<file path="src/rtl/fifo_ptr.sv">
// Wrapping FIFO pointer: ADDR_WIDTH+1 bit counter, the extra MSB tells full from empty
// when the address bits of the read and write pointers match.
module fifo_ptr #(
    parameter int W = 9
) (
    input  logic         clk,
    input  logic         rst,
    input  logic         inc,
    output logic [W-1:0] ptr
);

    always_ff @(posedge clk) begin
        if (rst)
            ptr <= '0;
        else if (inc)
            ptr <= ptr + 1'b1;
    end

endmodule

</file>
<file path="src/rtl/fifo_ctrl.sv">
// Synchronous FIFO controller driving the write/read ports of an external dual_port_memory.
// Read data comes straight from the RAM's registered output; pop_valid tracks that latency.
module fifo_ctrl #(
    parameter int DATA_WIDTH = 32,
    parameter int ADDR_WIDTH = 8,
    parameter int AF_MARGIN  = 2
) (
    input  logic                  clk,
    input  logic                  rst,
    input  logic                  push,
    input  logic [DATA_WIDTH-1:0] push_data,
    input  logic                  pop,
    output logic [DATA_WIDTH-1:0] pop_data,
    output logic                  pop_valid,
    output logic                  full,
    output logic                  empty,
    output logic                  almost_full,
    output logic [ADDR_WIDTH:0]   count,
    output logic                  overflow,
    output logic                  underflow,
    input  logic                  err_clr,
    output logic                  ram_wr_en,
    output logic [ADDR_WIDTH-1:0] ram_wr_addr,
    output logic [DATA_WIDTH-1:0] ram_wr_data,
    output logic                  ram_rd_en,
    output logic [ADDR_WIDTH-1:0] ram_rd_addr,
    input  logic [DATA_WIDTH-1:0] ram_rd_data
);

    localparam int                DEPTH    = 1 << ADDR_WIDTH;
    localparam int                CNT_W    = ADDR_WIDTH + 1;
    localparam logic [CNT_W-1:0]  FULL_CNT = CNT_W'(DEPTH);
    localparam logic [CNT_W-1:0]  AF_CNT   = CNT_W'(DEPTH - AF_MARGIN);
    localparam int                STAGES   = 1;

    logic [CNT_W-1:0] wr_ptr, rd_ptr;
    logic             push_acc, pop_acc;
    logic [STAGES:0]  vld_pipe;

    // Flags come only from the registered count, so accept never loops through push/pop.
    assign full        = (count == FULL_CNT);
    assign empty       = (count == '0);
    assign almost_full = (count >= AF_CNT);

    assign push_acc = push & ~full;
    assign pop_acc  = pop & ~empty;

    assign ram_wr_en   = push_acc;
    assign ram_wr_addr = wr_ptr[ADDR_WIDTH-1:0];
    assign ram_wr_data = push_data;
    assign ram_rd_en   = pop_acc;
    assign ram_rd_addr = rd_ptr[ADDR_WIDTH-1:0];

    fifo_ptr #(.W(CNT_W)) u_wr_ptr (
        .clk (clk),
        .rst (rst),
        .inc (push_acc),
        .ptr (wr_ptr)
    );

    fifo_ptr #(.W(CNT_W)) u_rd_ptr (
        .clk (clk),
        .rst (rst),
        .inc (pop_acc),
        .ptr (rd_ptr)
    );

    always_ff @(posedge clk) begin
        if (rst)
            count <= '0;
        else if (push_acc && !pop_acc)
            count <= count + 1'b1;
        else if (pop_acc && !push_acc)
            count <= count - 1'b1;
    end

    // Stage 0 is the accepted pop; the last stage lines up with the RAM read register.
    assign vld_pipe[0] = pop_acc;
    always_ff @(posedge clk) begin
        if (rst)
            vld_pipe[STAGES:1] <= '0;
        else
            vld_pipe[STAGES:1] <= vld_pipe[STAGES-1:0];
    end

    assign pop_valid = vld_pipe[STAGES];
    assign pop_data  = ram_rd_data;

    // err_clr wins over a same-cycle set.
    always_ff @(posedge clk) begin
        if (rst || err_clr) begin
            overflow  <= 1'b0;
            underflow <= 1'b0;
        end else begin
            if (push && full)
                overflow <= 1'b1;
            if (pop && empty)
                underflow <= 1'b1;
        end
    end

endmodule
</file>
<file path="config.mk">
export PLATFORM = sky130hd
export DESIGN_NAME = fifo_ctrl
export DESIGN_NICKNAME = d
export VERILOG_FILES = /design/src/rtl/fifo_ptr.sv /design/src/rtl/fifo_ctrl.sv
export SDC_FILE = /design/constraint.sdc
export NUM_CORES = 1
export LEC_CHECK = 0
export CAP_MARGIN = 5
export CORE_ASPECT_RATIO = 2
export CORE_MARGIN = 1
export CORE_UTILIZATION = 35
export DETAILED_ROUTE_END_ITERATION = 6
export PLACE_DENSITY = 0.95
export SYNTH_ARGS = -nofsm -noshare
export SYNTH_HDL_FRONTEND = slang
export SYNTH_SLANG_ARGS = --single-unit
</file>
<file path="constraint.sdc">
create_clock -name clk -period 8.3 [get_ports clk]
set_clock_uncertainty 0.05 [all_clocks]
set_input_delay 1.66 -clock clk [delete_from_list [all_inputs] [get_ports clk]]
set_output_delay 1.66 -clock clk [all_outputs]
set_load 0.01 [all_outputs]
</file>
==> summary.txt <==
Outcome
  – Status: finished, final reports clean

Clocking
  – Root Driver: clkbuf_8
  – Buffer depth of the longest clock path: 2
  – Total clock sinks: 28
  – CTS clk-pin slew, worst paths: 0.09 ns
  – H-Tree Depth: 1
  – TritonCTS clock tree: built
  – CTS Buf Count: 3
  – Worst skew pair latency: 0.27 ns
  – Hold-fix buffer count after cts: 0
  – Gates resized, CTS repair: 0
  – Setup bufs post-CTS: 0

Place
  – Dpl hpwl: 3.75 mm
  – Worst slack, placed: 3.34 ns
  – IO Port Bufs: 37
  – Routability Congestion: 0.887
  – Placed Area: 0.00197 mm²
  – Dpl cells: 278

Finish
  – Fin cells: 282
  – Layout area overhead: 0.435%
  – Most common cell after layout, fill and taps aside: clkdlybuf4s50_1
  – Antenna Cells: 0
  – Post-route cell area: 0.00202 mm²
  – Share of layout cells above drive strength 1: 5.86%
  – Layout net count: 303
  – Commonest non-fill, non-tap cells in the layout: 37 x clkdlybuf4s50_1, 30 x nor2_1, 28 x dfxtp_1
  – # fillers: 550

Critical path
  – WP data arrival: 3.26 ns
  – Worst Path Required: 6.59 ns
  – Crit start category: input pin
  – Critical path capture point type: output port
  – Worst setup path class: input pin to output port
  – Crit path max fanout: 10

Logic synthesis
  – Synth warnings: 0
  – Syn_area_per_cell: 8.09 µm²
  – Synth cell types: 36
  – Flops & latches, synth: 28
  – Syn Nets: 329
  – Gate Count Post-Synth: 249
  – Sequential fraction of the synthesis area: 27.8%
  – Area of the mapped netlist: 0.00201 mm²

Routing
  – DRT Pass-1 Iters: 4
  – Post-Route WL: 4.86 mm
  – Antenna Nets Post-Route: 0
  – Iter 0 DRT Violations: 50
  – Vias/cell: 5.32
  – DRC viols: 0
  – Post-DR wirelength/cell: 17.2 µm
  – Via count: 1499

STA
  – Headroom to the max-slew limit: 65.4%
  – Worst slew pin tran: 0.518 ns
  – Final Hold Viols: 0
  – Period utilization: 59.9%
  – Max-slew violations: 0
  – Count of final setup violators: 0
  – Post-route setup TNS: 0 ns
  – PnR worst setup slack: 3.33 ns
  – RSZ-0062 raised after global routing: no
  – Period minus WS final: 4.97 ns
  – FMAX: 201 MHz

Global route
  – Gr ovfl total: 0
  – Vias in the first global route: 1521
  – GR Util All Layers: 16.1%
  – First-pass GRT wire length: 7.60 mm
  – Antenna violations before repair: 0
  – Largest net degree at the start of global routing: 35

Floorplanning
  – Die area: 0.00608 mm²
  – Io pins: 166
  – Core box area: 0.00547 mm²
  – Die W: 55.6 µm
  – Initial Utilization: 36.8%
  – # rows: 38
  – Die H: 109 µm

Pwr
  – Pleak: 0.000803 µW
  – Max VDD drop: 0.000141 V
  – NetSw: 237 µW
  – Sw frac: 40.7%
  – Internal power: 344 µW
  – Comb power frac: 51.7%
  – Clock share of power: 14.7%
  – Pwr Density: 287 mW/mm²
  – Seq pwr share: 33.6%

Run
  – Max-capacitance violation count: 0

Hold path
  – Hold WC Path Type: flop to flop
state kept, by name, indices dropped and copies added (netlist names):
name,count
pop_valid,1
underflow,1
overflow,1
u_rd_ptr.ptr,8
u_wr_ptr.ptr,8
count,9
power by group through the flow:
| stage | clock network, µW | registers, µW | logic (µW) |
|---|---|---|---|
| 2_1_floorplan | 0 | 201 | 218 |
| 3_3_place_gp | 0 | 197 | 289 |
| 3_5_place_dp | 0 | 198 | 299 |
| 4_1_cts | 86.8 | 195 | 303 |
| 5_1_grt | 91.7 | 199 | 337 |
| 6_report | 85.6 | 195 | 301 |
cells by family after synthesis:
group,count (synthesis),synth area share [%]
compound gates,28,8.45
xor+xnor,15,6.52
fa+ha+maj,11,7.21
buf+inv,79,26.8
flops,28,27.8
mux,3,1.55
simple gates,85,21.7
metal layers:
| layer | wire [µm] | global-route usage (%) |
|---|---|---|
| met1 | 1550 | 13.6 |
| met2 | 2330 | 28.1 |
| met3 | 505 | 5.41 |
| met4 | 477 | 17.3 |
| met5 | 0 | 0 |
critical path: stages:
cell	delay [ns]
clkdlybuf4s50_1	0.48
inv_1	0.05
a31oi_2	0.43
clkdlybuf4s50_1	0.65
Yosys cell counts (all sizes together):
cell	n	area [µm²]
nand4	6	37.5
ha	10	125
mux2i	2	20.0
buf	64	480
inv	10	40.0
or4	1	7.51
or3b	1	8.76
a31oi	1	12.5
a211o	1	8.76
o21ai	11	66.3
nand2b	3	18.8
a21oi	12	60.1
xnor2	2	17.5
clkbuf	5	18.8
or3	2	12.5
nand2	19	73.8
o211ai	2	15.0
nor2b	1	6.26
dfxtp	28	561
and3	5	31.3
nor4b	1	8.76
and2	1	6.26
nand3	7	35.0
nor2	30	113
xor2	13	114
mux2	1	11.3
fa	1	20.0
and4	1	8.76
a21boi	1	7.51
nor4	3	48.8
nor3	4	20.0
final timing paths:
check                                startpoint         endpoint  slack (ns)  cells after the start
worst min-delay path            u_rd_ptr.ptr[1]  u_rd_ptr.ptr[1]        0.46                      2
worst max-delay path                       push        ram_wr_en        3.33                      4
worst min register to register  u_rd_ptr.ptr[1]  u_rd_ptr.ptr[1]        0.46                      2
worst max register to register         count[4]         count[8]        5.09                     11
through the flow:
stage	utilization [%]	total power, µW	hold WS (ns)
finish	37.0	581	0.464
global placement	36.0	486	0.444
global route	37.0	628	0.506
detailed placement	36.0	497	0.452
CTS	37.0	585	0.472
floorplan	-	419	0.454
final cells by class:
cell class,count,area [µm²],share of cell area [%]
timing repair buffer,38,378,18.7
tap,60,75.1,3.71
inverter,10,40.0,1.98
sequential,28,561,27.7
multi-input combinational,142,915,45.2
clock buffer,4,55.1,2.72
Power figures use the tool's default switching activity.
